`config.mk`:
```
export PLATFORM = sky130hd
export DESIGN_NAME = cpu_control_unit
export DESIGN_NICKNAME = d
export VERILOG_FILES = /design/src/rtl/cpu_control_unit.sv
export SDC_FILE = /design/constraint.sdc
export NUM_CORES = 1
export LEC_CHECK = 0
export ABC_AREA = 1
export CAP_MARGIN = 0
export CORE_ASPECT_RATIO = 0.7
export CORE_UTILIZATION = 30
export CTS_CLUSTER_SIZE = 10
export DETAILED_ROUTE_END_ITERATION = 10
export PLACE_DENSITY = 0.59
export RECOVER_POWER = 100
export SLEW_MARGIN = 20
export SYNTH_ARGS = -nofsm -noshare
export SYNTH_HDL_FRONTEND = slang
export SYNTH_SLANG_ARGS = --single-unit
```
`constraint.sdc`:
```
create_clock -name CLK -period 5.5 [get_ports CLK]
set_input_delay 1.65 -clock CLK [delete_from_list [all_inputs] [get_ports CLK]]
set_output_delay 1.65 -clock CLK [all_outputs]
set_load 0.1 [all_outputs]
```
`src/rtl/cpu_control_unit.sv`:
```
// cpu_control_unit: PC, instruction fetch handshake, decode and IDLE/FETCH/EXEC/WB sequencing.
// Define CTRL_BNE_EN to decode opcode 0x08 as bne; otherwise 0x08 is an undefined opcode.
module cpu_control_unit #(
  parameter int unsigned     PC_W     = 32,
  parameter logic [PC_W-1:0] RESET_PC = '0
) (
  input  logic            CLK,
  input  logic            RESET,
  input  logic [31:0]     INSTRUCTION,
  input  logic            IMEM_READY,
  input  logic            ZERO,
  output logic            IMEM_REQ,
  output logic [PC_W-1:0] PC,
  output logic [2:0]      INADDRESS,
  output logic [2:0]      OUT1ADDRESS,
  output logic [2:0]      OUT2ADDRESS,
  output logic            WRITE,
  output logic [7:0]      IMMEDIATE,
  output logic            IMM_SEL,
  output logic            NEG_SEL,
  output logic [2:0]      ALUOP,
  output logic            ILLEGAL
);
  typedef enum logic [1:0] {IDLE, FETCH, EXEC, WB} state_t;
  typedef enum logic [1:0] {BR_NONE, BR_ALW, BR_EQ, BR_NE} br_t;
  state_t          state_q;
  br_t             br_q, br_d;
  logic [PC_W-1:0] pc_q, off;
  logic [7:0]      dst_q, imm_q;
  logic [2:0]      src1_q, alu_q, alu_d;
  logic            req_q, wr_q, wen_q, wen_d, isel_q, isel_d, neg_q, neg_d, ill_q, ill_d, taken_q;
  logic            unused_src1_hi;
  assign unused_src1_hi = ^INSTRUCTION[15:11];
  // Branch displacement is a signed word offset held in the DEST field.
  assign off = {{(PC_W-10){dst_q[7]}}, dst_q, 2'b00};
  always_comb begin
    isel_d = 1'b0;
    neg_d  = 1'b0;
    alu_d  = 3'd0;
    wen_d  = 1'b0;
    br_d   = BR_NONE;
    ill_d  = 1'b0;
    case (INSTRUCTION[31:24])
      8'h00: begin isel_d = 1'b1; wen_d = 1'b1; end
      8'h01: wen_d = 1'b1;
      8'h02: begin alu_d = 3'd1; wen_d = 1'b1; end
      8'h03: begin alu_d = 3'd1; neg_d = 1'b1; wen_d = 1'b1; end
      8'h04: begin alu_d = 3'd2; wen_d = 1'b1; end
      8'h05: begin alu_d = 3'd3; wen_d = 1'b1; end
      8'h06: br_d = BR_ALW;
      8'h07: begin alu_d = 3'd1; neg_d = 1'b1; br_d = BR_EQ; end
`ifdef CTRL_BNE_EN
      8'h08: begin alu_d = 3'd1; neg_d = 1'b1; br_d = BR_NE; end
`endif
      default: ill_d = 1'b1;
    endcase
  end
  always_ff @(posedge CLK or posedge RESET) begin
    if (RESET) begin
      state_q <= IDLE;
      pc_q    <= RESET_PC;
      req_q   <= 1'b0;
      wr_q    <= 1'b0;
      wen_q   <= 1'b0;
      dst_q   <= '0;
      src1_q  <= '0;
      imm_q   <= '0;
      isel_q  <= 1'b0;
      neg_q   <= 1'b0;
      alu_q   <= '0;
      br_q    <= BR_NONE;
      taken_q <= 1'b0;
      ill_q   <= 1'b0;
    end else begin
      case (state_q)
        IDLE: begin
          state_q <= FETCH;
          req_q   <= 1'b1;
        end
        FETCH: if (IMEM_READY) begin
          state_q <= EXEC;
          req_q   <= 1'b0;
          dst_q   <= ill_d ? 8'd0 : INSTRUCTION[23:16];
          src1_q  <= ill_d ? 3'd0 : INSTRUCTION[10:8];
          imm_q   <= ill_d ? 8'd0 : INSTRUCTION[7:0];
          isel_q  <= isel_d;
          neg_q   <= neg_d;
          alu_q   <= alu_d;
          wen_q   <= wen_d;
          br_q    <= br_d;
          ill_q   <= ill_q | ill_d;
        end
        EXEC: begin
          state_q <= WB;
          wr_q    <= wen_q;
          taken_q <= (br_q == BR_ALW) || (br_q == BR_EQ && ZERO) || (br_q == BR_NE && !ZERO);
        end
        WB: begin
          state_q <= FETCH;
          wr_q    <= 1'b0;
          req_q   <= 1'b1;
          pc_q    <= pc_q + PC_W'(4) + (taken_q ? off : '0);
        end
      endcase
    end
  end
  assign IMEM_REQ    = req_q;
  assign PC          = pc_q;
  assign INADDRESS   = dst_q[2:0];
  assign OUT1ADDRESS = src1_q;
  assign OUT2ADDRESS = imm_q[2:0];
  assign WRITE       = wr_q;
  assign IMMEDIATE   = imm_q;
  assign IMM_SEL     = isel_q;
  assign NEG_SEL     = neg_q;
  assign ALUOP       = alu_q;
  assign ILLEGAL     = ill_q;
endmodule

```
==> flow_summary_export.csv <==
group,metric,value,unit
global_route,grtUsageTotal,16.99,%
setup_path,crit_cells,6,
pwr,p_per_area,487.7,mW/mm2
layout,drive_gt1_share,4.680,%
synthesis,synth_area_leaders,"dfrtp_1 30%, nand2_1 20%, inv_1 9.7%",
detailed_routing,first_pass_iters,5,
timing,setup_tns,0,ns
clocking,clock-sinks,62,
timing,rsz0062_at_grt,"false",
timing,post-route-min-period,4.183,ns
clocking,cts_buffer_depth,2,
clocking,cts_tree,"yes",
hold_path,min_path_type,"register to register",
timing,min_period_over_period,76.05,%
clocking,cts_max_level,3,
detailed_routing,drtIter0Drc,299,
setup_path,worst-path-max-fanout,32,
placement,dp_hpwl,11.12,mm
detailed_routing,via_count,4941,
placement,gp_congestion,0.9163,
clocking,clockRootBuffer,"clkbuf_16",
detailed_routing,drt.antenna.violating_nets,0,
global_route,grt_pass1_wl,24.14,mm
timing,fin_hold_ws,0.4732,ns
outcome,status,"finished, violations left",
synthesis,synth.yosys.seq_area_share,29.89,%
clocking,path_clk_slew,0.05,ns
global_route,antenna_found_initial,0,
timing,final_hold_viol_count,0,
synthesis,ys_warn_count,0,
setup_path,cp_num_buf_inv,3,
timing,timing.fmax,239.1,MHz
synthesis,syn_area,0.005191,mm2
timing,worst_slew_margin_rel,-40.76,%
setup_path,reg2reg_depth,13,
pwr,power_leakage,3.639,nW
detailed_routing,avgRoutedWirePerCell,13.11,um
global_route,grt_pass1_vias,4665,
clocking,cts_resized,0,
floorplanning,initial_core_util,31.29,%
floorplanning,die_area,0.01784,mm2
setup_path,critical_path.startpoint_type,"primary input",
floorplanning,die_y,112.1,um
synthesis,synth_top_area_share,29.89,%
detailed_routing,drc,0,
pwr,vdd_drop_max,0.3578,mV
synthesis,synth_cells,797,
layout,antenna-diode-count,0,
setup_path,required,5.72,ns
run,cap_viol_max_count,2,
synthesis,synth_top_cell_by_area,"dfrtp_1",
floorplanning,ios,93,
detailed_routing,viasPerCell,4.488,
clocking,post-cts-setup-buffers,0,
floorplanning,core_area,0.01659,mm2
timing,setup_viol,0,
timing,max_slew.worst_pin.slew,2.100,ns
global_route,overflow,0,
setup_path,slowest_stage,"clkbuf_1",
synthesis,synth_cell_types,39,
detailed_routing,routed_wl,14.44,mm
placement,port_buffers,84,
synthesis,synth.avg_cell_area,6.513,um2
layout,final_nets,947,
setup_path,critPathTopFamily,"buffers and inverters",
setup_path,path_class,"primary input to register",
hold_path,holdPathStages,1,
clocking,hold_buffers,0,
setup_path,path_cells,"dlygate4sd3_1 -> nand2_1 -> clkbuf_1 -> clkinv_1 -> nand3_1 -> nand2_1",
setup_path,cp_slowest_stage_delay,1.09,ns
timing,finalMaxSlewViolations,77,
clocking,cts_buffers,9,
layout,syn_to_final_growth,25.77,%
setup_path,worst_path_most_repeated_cell,"nand2_1",
setup_path,cp_data_arrival_time,4.40,ns
global_route,grt_max_degree,47,
synthesis,ys_ff_latch,62,
setup_path,end_kind,"register",
clocking,clock_latency,0.34,ns
floorplanning,die_w,159.2,um
floorplanning,rows,39,
timing,fin_skew,0.01013,ns
outcome,failed_checks,"capacitance limit, slew limit",
==> per-layer routing <==
layer | global-route usage (%) | vias to the layer above | wire (um)
met5 | 0 | - | 0
met4 | 3.654 | 0 | 119
met3 | 3.141 | 8 | 633
met2 | 23.71 | 91 | 5382
met1 | 26.61 | 2227 | 8300
li1 | - | 2615 | -
==> power breakdown <==
part           internal, mW  switching (mW)  leakage, nW
logic                 0.410            1.41         2.64
clock network         0.442           0.223        0.159
registers             0.586           0.117        0.841
total                  1.44            1.75         3.64
==> stage by stage <==
stage	power (mW)	worst slack (ns)	cell area [um2]	util, %	instances
after CTS	3.273	1.912	6549	39.47	1101
after global placement	2.581	1.891	6210	37.43	1085
after global routing	3.367	0.9712	6529	39.35	1101
final	3.184	1.317	6529	39.35	1101
after detailed placement	2.589	1.810	6210	37.43	1085
after floorplan	2.141	2.309	5199	-	799
==> flip-flops by register name, indices dropped and copies added (netlist names), 2 cells and up <==
register / flops
br_q: 2
ALUOP: 2
PC: 30
IMMEDIATE: 8
OUT1ADDRESS: 3
state_q: 2
dst_q: 8
==> kinds of logic (layout without fill, tap and decap cells) <==
family	after synthesis	after routing	synth area share (%)
xor+xnor	11	11	1.856
simple gates	436	436	36.42
flops	62	62	29.89
fa+ha+maj	40	40	9.786
other cells	1	3	0.07224
compound gates	84	84	9.424
buf+inv	163	240	12.56
==> worst paths after layout <==
kind / startpoint / end / slack (ns)
worst max register to register: dst_q[7] / PC[26] / 1.82
min in group asynchronous: RESET / NEG_SEL / 2.33
worst max-delay path: IMEM_READY / IMMEDIATE[7] / 1.32
worst min register to register: ILLEGAL / ILLEGAL / 0.47
max in group asynchronous: RESET / PC[18] / 1.60
worst min-delay path: ILLEGAL / ILLEGAL / 0.47
==> placed cells by master (no fill, tap or decap), types with 2 or more instances in the layout <==
| cell type | n |
|---|---|
| nand3_1 | 39 |
| nor2_1 | 83 |
| clkbuf_1 | 4 |
| nand2_1 | 276 |
| nand2_2 | 7 |
| o21bai_1 | 2 |
| dfrtp_1 | 62 |
| conb_1 | 3 |
| xor2_1 | 2 |
| clkbuf_16 | 9 |
| o21ai_0 | 22 |
| ha_1 | 39 |
| nand3b_4 | 3 |
| clkdlybuf4s50_1 | 27 |
| a22o_1 | 12 |
| bufinv_16 | 3 |
| nor2_4 | 4 |
| xnor2_1 | 9 |
| nor2_2 | 3 |
| o21ai_1 | 4 |
| nand3_2 | 5 |
| dlygate4sd3_1 | 57 |
| inv_1 | 132 |
| nand3b_1 | 9 |
| clkinvlp_4 | 2 |
| a21oi_1 | 37 |
| nand4_1 | 4 |
| clkinv_1 | 2 |
==> cell type report <==
cell class / count / area (um2)
Multi-Input combinational cell: 574 / 2985
Tap cell: 225 / 281.5
Clock buffer: 10 / 229.0
Clock inverter: 6 / 110.1
Inverter: 136 / 511.7
Fill cell: 1802 / 10060
Timing Repair Buffer: 88 / 859.6
Sequential cell: 62 / 1551
==> cells in the mapped netlist <==
library cell,number
inv_2,1
nor3_1,1
nor2_2,5
nand3b_1,8
o31ai_1,1
o21ai_1,11
nand2_2,10
buf_2,5
buf_1,2
nand3b_4,3
xnor2_1,9
clkbuf_1,11
nand3_2,5
a21o_1,1
nand2_1,273
inv_1,134
o21ai_0,15
nand4_1,4
o21a_1,1
a21oi_1,37
conb_1,1
nor3_2,1
nand3_1,39
a32o_1,1
nand3b_2,1
ha_1,39
o21bai_1,2
nor2_4,4
xor2_1,2
or2_1,1
clkinv_1,1
fa_1,1
o2111ai_1,1
a31oi_1,1
dfrtp_1,62
buf_4,9
o22ai_1,1
nor2_1,81
a22o_1,12
Power figures use the tool's default switching activity.
